==> src/rtl/mips_pkg.sv <==
// Shared types and default parameters for the CPU/DMA memory arbiter.
package mips_pkg;
    typedef enum logic [1:0] {
        IDLE = 2'd0,
        BUSY = 2'd1,
        DONE = 2'd2
    } arb_state_t;

    typedef enum logic {
        OWN_CPU = 1'b0,
        OWN_DMA = 1'b1
    } owner_t;

    localparam int DEF_AW      = 32;
    localparam int DEF_DW      = 32;
    localparam int DEF_TIMEOUT = 16;
endpackage

==> src/rtl/arb_timeout_ctr.sv <==
// Counts BUSY cycles of one memory access; expired flags the last allowed cycle.
module arb_timeout_ctr
    import mips_pkg::*;
#(
    parameter int TIMEOUT = DEF_TIMEOUT
) (
    input  logic clk,
    input  logic reset,
    input  logic i_clear,
    input  logic i_enable,
    output logic o_expired
);
    logic [7:0] r_count;

    // Count 0 is the first BUSY cycle, so TIMEOUT-1 marks the TIMEOUT-th one.
    assign o_expired = (r_count == 8'(TIMEOUT - 1));

    always_ff @(posedge clk) begin
        if (!reset) begin
            r_count <= 8'd0;
        end else if (i_clear) begin
            r_count <= 8'd0;
        end else if (i_enable && !o_expired) begin
            r_count <= r_count + 8'd1;
        end
    end
endmodule

==> src/rtl/mem_arbiter.sv <==
// Round-robin arbiter giving a CPU and a DMA requester access to one memory
// port, one access at a time, with an abort after TIMEOUT unanswered cycles.
module mem_arbiter
    import mips_pkg::*;
#(
    parameter int AW      = DEF_AW,
    parameter int DW      = DEF_DW,
    parameter int TIMEOUT = DEF_TIMEOUT
) (
    input  logic          clk,
    input  logic          reset,
    input  logic          cpu_req,
    input  logic          cpu_we,
    input  logic [AW-1:0] cpu_addr,
    input  logic [DW-1:0] cpu_wdata,
    output logic          cpu_gnt,
    output logic          cpu_done,
    output logic          cpu_err,
    output logic [DW-1:0] cpu_rdata,
    input  logic          dma_req,
    input  logic          dma_we,
    input  logic [AW-1:0] dma_addr,
    input  logic [DW-1:0] dma_wdata,
    output logic          dma_gnt,
    output logic          dma_done,
    output logic          dma_err,
    output logic [DW-1:0] dma_rdata,
    output logic          mem_en,
    output logic          mem_we,
    output logic [AW-1:0] mem_addr,
    output logic [DW-1:0] mem_wdata,
    input  logic [DW-1:0] mem_rdata,
    input  logic          mem_ready
);
    arb_state_t    r_state;
    owner_t        r_owner;
    owner_t        r_last_owner;
    owner_t        w_winner;
    logic          r_we;
    logic [AW-1:0] r_addr;
    logic [DW-1:0] r_wdata;
    logic          r_mem_en;
    logic          r_cpu_gnt, r_cpu_done, r_cpu_err;
    logic          r_dma_gnt, r_dma_done, r_dma_err;
    logic [DW-1:0] r_cpu_rdata, r_dma_rdata;
    logic          w_expired;
    logic          w_busy;

    assign w_busy = (r_state == BUSY);

    // On a tie the requester that was not served last wins.
    always_comb begin
        if (cpu_req && dma_req) begin
            w_winner = (r_last_owner == OWN_CPU) ? OWN_DMA : OWN_CPU;
        end else if (cpu_req) begin
            w_winner = OWN_CPU;
        end else begin
            w_winner = OWN_DMA;
        end
    end

    arb_timeout_ctr #(
        .TIMEOUT(TIMEOUT)
    ) u_timeout (
        .clk      (clk),
        .reset    (reset),
        .i_clear  (!w_busy),
        .i_enable (w_busy),
        .o_expired(w_expired)
    );

    always_ff @(posedge clk) begin
        if (!reset) begin
            r_state      <= IDLE;
            r_owner      <= OWN_CPU;
            r_last_owner <= OWN_DMA;
            r_we         <= 1'b0;
            r_addr       <= '0;
            r_wdata      <= '0;
            r_mem_en     <= 1'b0;
            r_cpu_gnt    <= 1'b0;
            r_cpu_done   <= 1'b0;
            r_cpu_err    <= 1'b0;
            r_cpu_rdata  <= '0;
            r_dma_gnt    <= 1'b0;
            r_dma_done   <= 1'b0;
            r_dma_err    <= 1'b0;
            r_dma_rdata  <= '0;
        end else begin
            r_cpu_gnt  <= 1'b0;
            r_dma_gnt  <= 1'b0;
            r_cpu_done <= 1'b0;
            r_dma_done <= 1'b0;
            r_cpu_err  <= 1'b0;
            r_dma_err  <= 1'b0;
            case (r_state)
                IDLE: begin
                    if (cpu_req || dma_req) begin
                        r_state      <= BUSY;
                        r_owner      <= w_winner;
                        r_last_owner <= w_winner;
                        r_mem_en     <= 1'b1;
                        if (w_winner == OWN_CPU) begin
                            r_cpu_gnt <= 1'b1;
                            r_we      <= cpu_we;
                            r_addr    <= cpu_addr;
                            r_wdata   <= cpu_wdata;
                        end else begin
                            r_dma_gnt <= 1'b1;
                            r_we      <= dma_we;
                            r_addr    <= dma_addr;
                            r_wdata   <= dma_wdata;
                        end
                    end
                end
                BUSY: begin
                    // mem_ready outranks an expiry in the same cycle.
                    if (mem_ready || w_expired) begin
                        r_state  <= DONE;
                        r_mem_en <= 1'b0;
                        if (r_owner == OWN_CPU) begin
                            r_cpu_done <= 1'b1;
                            r_cpu_err  <= !mem_ready;
                            if (!r_we) r_cpu_rdata <= mem_ready ? mem_rdata : '0;
                        end else begin
                            r_dma_done <= 1'b1;
                            r_dma_err  <= !mem_ready;
                            if (!r_we) r_dma_rdata <= mem_ready ? mem_rdata : '0;
                        end
                    end
                end
                DONE: begin
                    r_state <= IDLE;
                end
                default: begin
                    r_state  <= IDLE;
                    r_mem_en <= 1'b0;
                end
            endcase
        end
    end

    assign cpu_gnt   = r_cpu_gnt;
    assign cpu_done  = r_cpu_done;
    assign cpu_err   = r_cpu_err;
    assign cpu_rdata = r_cpu_rdata;
    assign dma_gnt   = r_dma_gnt;
    assign dma_done  = r_dma_done;
    assign dma_err   = r_dma_err;
    assign dma_rdata = r_dma_rdata;
    assign mem_en    = r_mem_en;
    assign mem_we    = r_we;
    assign mem_addr  = r_addr;
    assign mem_wdata = r_wdata;
endmodule

==> config.mk <==
export PLATFORM = sky130hd
export DESIGN_NAME = mem_arbiter
export DESIGN_NICKNAME = d
export VERILOG_FILES = /design/src/rtl/mips_pkg.sv /design/src/rtl/arb_timeout_ctr.sv /design/src/rtl/mem_arbiter.sv
export SDC_FILE = /design/constraint.sdc
export NUM_CORES = 1
export LEC_CHECK = 0
export BUFFER_PORTS_ARGS = -buffer_cell sky130_fd_sc_hd__clkbuf_2
export CAP_MARGIN = 10
export CORE_MARGIN = 2
export CORE_UTILIZATION = 43
export CTS_BUF_LIST = sky130_fd_sc_hd__clkbuf_8
export CTS_CLUSTER_DIAMETER = 150
export CTS_CLUSTER_SIZE = 40
export DETAILED_ROUTE_END_ITERATION = 16
export PLACE_DENSITY = 0.8
export SETUP_SLACK_MARGIN = 0.3
export SLEW_MARGIN = 20
export SYNTH_ARGS = -nofsm -noshare
export SYNTH_HDL_FRONTEND = slang
export SYNTH_SLANG_ARGS = --single-unit
==> constraint.sdc <==
create_clock -name clk -period 1.7 [get_ports clk]
set_input_delay 0.17 -clock clk [delete_from_list [all_inputs] [get_ports clk]]
set_output_delay 0.17 -clock clk [all_outputs]
set_load 0.05 [all_outputs]
==> results of run 1 <==
==> flip-flops by register name, summed over array words and instances (netlist names), 2 cells and up <==
signal and flops:
dma_rdata 32, r_state 2, mem_addr 32, u_timeout.r_count 8, mem_wdata 32, cpu_rdata 32
==> logic make-up (layout without fill, tap and decap cells) <==
group                      Yosys count  count (layout)  synth area share (%)
and+or+nand+nor                    194             194                  14.7
AOI/OAI and AO/OA                  154             154                  19.1
DFF                                148             148                  46.8
buffers and inverters              128             509                  8.33
muxes                               64              64                  10.8
adders and majority gates            1               1                 0.198
==> metal layers <==
layer / wire (um) / up-vias / global-route usage (%)
met3: 1380 / 91 / 6.76
met4: 1060 / 0 / 15.6
met1: 9140 / 3192 / 30.5
met5: 0 / - / 0
met2: 11200 / 326 / 44.1
li1: - / 3211 / -
==> cell usage after synthesis, types with 2 or more instances <==
cell	n	area share (%)
a21oi_1	9	0.71
nor3b_1	2	0.24
mux2i_1	32	5.1
o21bai_1	32	3.8
buf_6	3	0.53
nor2_1	4	0.24
mux2_2	32	5.7
o21ai_1	7	0.55
a221o_1	65	10
a21boi_0	2	0.24
nand3_1	36	2.8
dfxtp_1	148	47
o21ai_0	30	2.4
buf_1	3	0.18
buf_2	16	1.3
o31a_1	2	0.28
nor3_1	69	5.5
inv_1	67	4.0
or3_1	4	0.40
clkbuf_1	38	2.3
nand2_1	68	4.0
a21o_1	2	0.24
==> per-stage QoR <==
step	area, um2	std cells
CTS	9370	1240
global placement	8140	1134
finish	9710	1254
global route	9710	1254
detailed placement	8140	1134
floorplan	6490	689
==> worst max-delay path, cell delays in order (launching register included) <==
cell	delay, ns
dfxtp_2	0.33
or3b_4	0.43
a211oi_4	0.27
buf_6	0.18
buf_12	0.15
a221o_1	0.17
==> what timing repair did <==
| action | 4_1_cts | 5_1_grt |
|---|---|---|
| resized for setup | 17 | 32 |
| endpoints found under the hold margin | 65 | 0 |
| pin swaps | 2 | 7 |
| setup buffers | 3 | 4 |
| hold buffers | 65 | 0 |
| gates cloned | 6 | 10 |
| setup endpoints to repair | 133 | 135 |
==> cell type report <==
| cell class | count | area [um2] |
|---|---|---|
| clock inverters | 12 | 90.1 |
| clock buffers | 20 | 275 |
| inverters | 67 | 251 |
| multi-input cells | 413 | 3000 |
| flip-flops and latches | 148 | 2980 |
| fillers | 1111 | 4770 |
| repair buffers | 410 | 2880 |
| well taps | 184 | 230 |
==> worst max-delay path by stage <==
| stage | cells after the start | to | start |
|---|---|---|---|
| after detailed placement | 4 | mem_addr[1] | r_state[1] |
| after global placement | 4 | mem_we | r_state[1] |
| after floorplan | 4 | cpu_rdata[10] | mem_we |
| final | 5 | mem_addr[25] | r_state[0] |
| after global routing | 5 | mem_addr[18] | r_state[0] |
| after CTS | 5 | mem_addr[21] | r_state[1] |
==> where the power goes <==
part,switching (mW),internal [mW]
registers,0.183,3.76
clock network,1.32,1.24
logic,1.81,0.981
==> out/qor.csv, run 1 <==
metric,value,unit
cts_max_level,4,
pre_cts_ws,0.0692,ns
clk_latency,0.45,ns
max_freq,0.635,GHz
avgRoutedWirePerCell,18.1,um
synth_seq_area_share,46.8,%
synth.net_count,857,
core_area,14500,um2
rows,44,
antennaDiodeCount,0,
path_class,reg -> reg,
hold_end,dma_rdata[15],
reg2reg_to,mem_addr[25],
slew_violations,0,
ir_drop,0.494,mV
max-slew-margin-rel,69.9,%
layout_commonest_cell,clkbuf_2,
antenna_found_initial,0,
path_max_fanout,13,
drtIter0Drc,445,
hp-class,in -> reg,
cp.required,2.09,ns
vias_per_cell,5.44,
gr-total-overflow,0,
p_leak,4.51,nW
wirelength,22.7,mm
r2r_start,r_state[0],
grt_use_total,26.4,%
cts_tree,built,
pwr_density_cell,958,nW/um2
finalSetupViolations,0,
tightestPinTransition,0.451,ns
hold_ws,0.114,ns
area_delta_synth_final,53.4,%
final_core_util,67.0,%
numCtsBuffers,17,
critical_path_arrival,1.97,ns
die_w,125,um
hold_depth,4,
first_global_vias,6612,
ys_warn_count,0,
synth_edf_count,0,
min_from,mem_rdata[15],
r2r_setup_slack,0.13,ns
async_reset_ff_share,0,%
synth_area_per_cell,9.18,um2
cts.sink_count,148,
fin_tns_setup,0,ns
clock-root-buffer,clkbuf_8,
power,9.30,mW
hold_viol_final,0,
boundaryPins,303,
cap_violations,0,
synth_seq_cells,148,
port-buffer-count,302,
die_area,15700,um2
place_hpwl,13.0,mm
drtAntennaViolNets,0,
first_pass_iters,5,
vias,6820,
drc,0,
cts_buffer_depth,2,
r2r_cells,5,
start_kind,flop,
die-height,125,um
yosysUniqueCellTypes,40,
min_period,1.57,ns
drive_gt1_share,41.0,%
nets,1225,
outcome,finished clean,
grt_max_degree,100,
gp_routability_congestion,0.834,
grt_pass1_wl,33.1,mm
path_clk_slew,0.08,ns
end_kind,flop,
post-route-period-util,92.6,%
skew,0.0102,ns
start_util,43.7,%
syn_area,6330,um2
rsz0062_at_grt,yes,
setup_slack,0.125,ns
ys.flop_type,dfxtp_1,
syn_inst,689,
layout_common_cells,"clkbuf_2 (301), dfxtp_1 (141), inv_1 (70)",
Note: power is estimated with default switching activity, not from simulation.
==> run 2, diff against run 1 <==
Settings changed: RECOVER_POWER set to 50.
==> run 2 against run 1 <==
Effect of this change:
- largest cell class unchanged
- core utilization fell by 1.4 points
- critical path type unchanged
- clock skew decreased by 0.00069 ns
- combinational power decreased by 3%
==> out/qor.csv, run 2 (synthesis results as in run 1) <==
metric,value,unit,change
outcome,finished clean,,unchanged
cts_max_level,4,,unchanged
gp_routability_congestion,0.834,,unchanged
die_w,125,um,unchanged
post-route-period-util,95.1,%,was 92.6%
place_inst,1134,,unchanged
final_cells,1254,,unchanged
fillers,1189,,was 1111
clk_latency,0.45,ns,about the same
drtAntennaViolNets,0,,unchanged
die_area,15700,um2,unchanged
die-height,125,um,unchanged
fin_tns_setup,0,ns,unchanged
skew,0.00951,ns,was 0.0102 ns
wirelength,22.8,mm,was 22.7 mm
antennaDiodeCount,0,,unchanged
pwr_density_cell,969,nW/um2,was 958 nW/um2
cp_cell_sequence,"or3b_4, buf_6, nor3_1, a221o_1",,"was or3b_4, a211oi_4, buf_6, buf_12, a221o_1"
max-slew-margin-rel,52.8,%,was 69.9%
reg2reg_to,mem_addr[24],,was mem_addr[25]
end_kind,flop,,unchanged
nets,1225,,unchanged
cts.sink_count,148,,unchanged
slew_violations,0,,unchanged
numCtsBuffers,17,,unchanged
drc,0,,unchanged
r2r_start,r_state[0],,unchanged
path_class,reg -> reg,,unchanged
r2r_cells,4,,was 5
first_pass_iters,5,,unchanged
ir_drop,0.491,mV,was 0.494 mV
drtIter0Drc,477,,was 445
rsz0062_at_grt,yes,,unchanged
power,9.22,mW,was 9.30 mW
hold_viol_final,0,,unchanged
r2r_setup_slack,0.08,ns,was 0.13 ns
path_max_fanout,67,,was 13
path_clk_slew,0.08,ns,about the same
tightestPinTransition,0.712,ns,was 0.451 ns
rows,44,,unchanged
hp-class,in -> reg,,unchanged
critPathCapture,mem_addr[24],,was mem_addr[25]
max_freq,0.619,GHz,was 0.635 GHz
cp.required,2.09,ns,about the same
cts_tree,built,,unchanged
critical_path_arrival,2.01,ns,was 1.97 ns
layout_commonest_cell,clkbuf_2,,unchanged
first_global_vias,6612,,unchanged
area_delta_synth_final,50.3,%,was 53.4%
min_period,1.62,ns,was 1.57 ns
path_delay_family,simple AND/OR/NAND/NOR gates,,was compound AO/OA/AOI/OAI gates
start_kind,flop,,unchanged
finalSetupViolations,0,,unchanged
layout_common_cells,"clkbuf_2 (168), dfxtp_1 (141), clkbuf_1 (136)",,"was clkbuf_2 (301), dfxtp_1 (141), inv_1 (70)"
crit_cells,4,,was 5
port-buffer-count,302,,unchanged
cp-startpoint,r_state[0],,unchanged
vias_per_cell,5.45,,was 5.44
cts_buffer_depth,2,,unchanged
antenna_found_initial,0,,unchanged
slowest_stage,or3b_4,,unchanged
cap_violations,0,,unchanged
grt_max_degree,100,,unchanged
drive_gt1_share,28.2,%,was 41.0%
grt_pass1_wl,33.1,mm,unchanged
core_area,14500,um2,unchanged
start_util,43.7,%,unchanged
avgRoutedWirePerCell,18.1,um,about the same
gr-total-overflow,0,,unchanged
place_hpwl,13.0,mm,unchanged
cp_num_buf_inv,1,,was 2
p_leak,4.04,nW,was 4.51 nW
hold_ws,0.115,ns,was 0.114 ns
vias,6837,,was 6820
grt_use_total,26.4,%,unchanged
clock-root-buffer,clkbuf_8,,unchanged
cpPeakStageDelay,0.42,ns,was 0.43 ns
boundaryPins,303,,unchanged
[run 2: where the power goes]
part           switching [mW]  internal, mW
sequential              0.179          3.76
combinational            1.81         0.903
clock                    1.32          1.24
total                    3.31          5.90
[run 2: worst min path at each step]
| stage | cells past startpoint | slack (ns) | to | start |
|---|---|---|---|---|
| 2_1_floorplan | 1 | 0.31 | mem_we | cpu_we |
| 3_3_place_gp | 2 | 0.39 | mem_wdata[24] | cpu_wdata[24] |
| 3_5_place_dp | 2 | 0.40 | mem_wdata[8] | cpu_wdata[8] |
| 4_1_cts | 4 | 0.08 | dma_rdata[25] | mem_rdata[25] |
| 5_1_grt | 4 | 0.10 | dma_rdata[6] | mem_rdata[6] |
| 6_report | 4 | 0.12 | dma_rdata[25] | mem_rdata[25] |
[run 2: what timing repair did]
item,4_1_cts,5_1_grt
pin swaps,2,7
setup endpoints to repair,133,135
hold endpoints to repair,65,0
cloned,6,10
buffers inserted,3,4
hold buffers,65,0
resized for setup,17,32
[run 2: metal layers]
| metal | up-vias | part of all wire, % | track usage [%] |
|---|---|---|---|
| li1 | 3211 | - | - |
| met1 | 3165 | 40 | 30.5 |
| met2 | 353 | 48 | 44.1 |
| met3 | 108 | 6.6 | 6.76 |
| met4 | 0 | 5.3 | 15.6 |
| met5 | - | 0 | 0 |
[run 2: worst reg2reg max path, cell delays in order, from the launching register on]
cell     delay [ns]
dfxtp_2        0.32
or3b_4         0.42
buf_6          0.28
nor3_1         0.36
a221o_1        0.18
[run 2: final cells by class]
cell class / instances / area, um2 / share of cell area, %
Tap cell: 184 / 230 / 2.42
Inverter: 67 / 251 / 2.64
Timing Repair Buffer: 410 / 2690 / 28.3
Clock buffer: 20 / 275 / 2.89
Sequential cell: 148 / 2980 / 31.3
Multi-Input combinational cell: 413 / 2990 / 31.4
Clock inverter: 12 / 90.1 / 0.947
[run 2: per-stage QoR]
stage	setup WS [ns]	cell area [um2]	utilization, %
2_1_floorplan	0.164	6490	-
3_3_place_gp	0.115	8140	56.2
3_5_place_dp	0.0692	8140	56.2
4_1_cts	0.146	9370	64.7
5_1_grt	0.0676	9510	65.7
6_report	0.0838	9510	65.7
==> run 3, diff against run 2 <==
Clock period 1.7 ns to 1.4 ns, I/O delays scaled along.
==> run 3 against run 2 <==
Effect of this change:
- the run now ends with negative setup slack left
- clock skew increased by 0.0050 ns
- clock-buffer cell count fell by 1
- register-to-register slack worse by 0.49 ns
- sequential share of layout area down 6.9 points
- sequential cell count unchanged
- cell count rose by 7.4%
- worst setup slack got worse by 0.49 ns
- final area grew 36%
- clock power rose by 59%
- critical endpoint is now mem_addr[22]
- largest cell class is now buffers
==> out/qor.csv, run 3 (synthesis results as in run 1) <==
metric,value,unit,change
port-buffer-count,302,,unchanged
final_cells,1347,,was 1254
antenna_found_initial,1,,was 0
place_hpwl,14.2,mm,was 13.0 mm
multi_input_area,3460,um2,was 2990 um2
reg2reg_to,mem_addr[22],,was mem_addr[24]
rows,44,,unchanged
path_max_fanout,24,,was 67
outcome,"complete, but fails checks",,was finished clean
die_w,125,um,unchanged
max-slew-margin-rel,71.0,%,was 52.8%
r2r_setup_slack,-0.41,ns,was 0.08 ns
p_leak,5.81,nW,was 4.04 nW
min_period,1.81,ns,was 1.62 ns
layout_common_cells,"clkbuf_2 (221), dfxtp_2 (119), inv_1 (67)",,"was clkbuf_2 (168), dfxtp_1 (141), clkbuf_1 (136)"
layout_commonest_cell,clkbuf_2,,unchanged
first_pass_iters,7,,was 5
max_freq,0.553,GHz,was 0.619 GHz
path_clk_slew,0.09,ns,was 0.08 ns
grt_max_degree,97,,was 100
min_from,mem_rdata[25],,unchanged
cap_violations,0,,unchanged
grt_pass1_wl,46.4,mm,was 33.1 mm
vias_per_cell,6.40,,was 5.45
ir_drop,0.661,mV,was 0.491 mV
post-route-period-util,129,%,was 95.1%
finalSetupViolations,133,,was 0
hold_end,dma_rdata[25],,unchanged
clk_latency,0.47,ns,was 0.45 ns
cp.required,1.81,ns,was 2.09 ns
final_core_util,89.0,%,was 65.7%
hold_ws,0.0610,ns,was 0.115 ns
start_kind,flop,,unchanged
drtIter0Drc,919,,was 477
drc,0,,unchanged
slew_violations,0,,unchanged
end_kind,flop,,unchanged
grt_use_total,37.9,%,was 26.4%
place_inst,1153,,was 1134
boundaryPins,303,,unchanged
fillers,511,,was 1189
avgRoutedWirePerCell,28.8,um,was 18.1 um
start_util,43.7,%,unchanged
violations,negative setup slack,,
regArea,3150,um2,was 2980 um2
hold_depth,4,,unchanged
numCtsBuffers,17,,unchanged
skew,0.0145,ns,was 0.00951 ns
drive_gt1_share,62.9,%,was 28.2%
path_class,reg -> reg,,unchanged
drtAntennaViolNets,0,,unchanged
setup_slack,-0.409,ns,was 0.0838 ns
wirelength,38.8,mm,was 22.8 mm
pwr_density_cell,1090,nW/um2,was 969 nW/um2
cts_max_level,4,,unchanged
pre_cts_ws,-0.258,ns,was 0.0692 ns
area_delta_synth_final,104,%,was 50.3%
stdcell_area,12900,um2,was 9510 um2
r2r_cells,5,,was 4
core_area,14500,um2,unchanged
tightestPinTransition,0.436,ns,was 0.712 ns
rsz0062_at_grt,yes,,unchanged
r2r_start,r_state[0],,unchanged
placed_area,8440,um2,was 8140 um2
gr-total-overflow,0,,unchanged
first_global_vias,8234,,was 6612
die-height,125,um,unchanged
cts_buffer_depth,2,,unchanged
hp-class,in -> reg,,unchanged
clock-root-buffer,clkbuf_8,,unchanged
vias,8617,,was 6837
cp-startpoint,r_state[0],,unchanged
nets,1317,,was 1225
cts_tree,built,,unchanged
die_area,15700,um2,unchanged
critical_path_arrival,2.22,ns,was 2.01 ns
gp_routability_congestion,0.870,,was 0.834
hold_viol_final,0,,unchanged
cts.sink_count,148,,unchanged
-- run 3: cell type report --
class	instances	share of cell area [%]
clock buffer	19	2.03
tap	184	1.79
multi-input combinational	413	26.9
sequential	148	24.4
inverter	67	1.95
timing repair buffer	502	41.3
antenna	1	0.0194
clock inverter	13	1.59
-- run 3: metal layers --
layer	global-route usage [%]	part of all wire [%]	vias up
li1	-	-	3399
met1	37.8	31	4002
met2	69.0	47	866
met3	8.86	11	350
met4	27.0	11	0
met5	0	0	-
-- run 3: stage by stage --
step | power (mW) | TNS [ns]
after global routing | 14.2 | -27.72
final | 14.0 | -24.60
after floorplan | 6.93 | -9.68
after detailed placement | 7.87 | -17.05
after global placement | 7.83 | -12.63
after CTS | 13.1 | -12.57
-- run 3: power by group --
group	leakage [nW]	switching (mW)	internal (mW)
sequential	1.27	0.356	4.62
clock	0.228	1.87	2.21
combinational	4.31	2.73	2.22
total	5.81	4.96	9.05
-- run 3: critical path, cell delays in order (launching register included) --
cell,delay [ns]
dfxtp_2,0.34
or3b_4,0.43
buf_6,0.20
buf_12,0.19
nor3_1,0.38
a221o_1,0.20
-- run 3: how the worst max path moves through the flow --
stage | endpoint | cells after the start | slack [ns]
after floorplan | cpu_rdata[10] | 4 | -0.14
after global placement | mem_wdata[0] | 5 | -0.18
after detailed placement | mem_addr[22] | 5 | -0.26
after CTS | mem_wdata[14] | 6 | -0.14
after global routing | cpu_rdata[1] | 6 | -0.40
final | mem_addr[22] | 5 | -0.41
-- run 3: repair_timing --
action / in CTS / in global routing
setup endpoints to repair: 284 / 284
pin swaps: 41 / 36
gates resized for setup: 435 / 318
cloned: 17 / 7
buffers inserted: 33 / 39
endpoints found under the hold margin: 65 / 0
hold buffers: 65 / 0
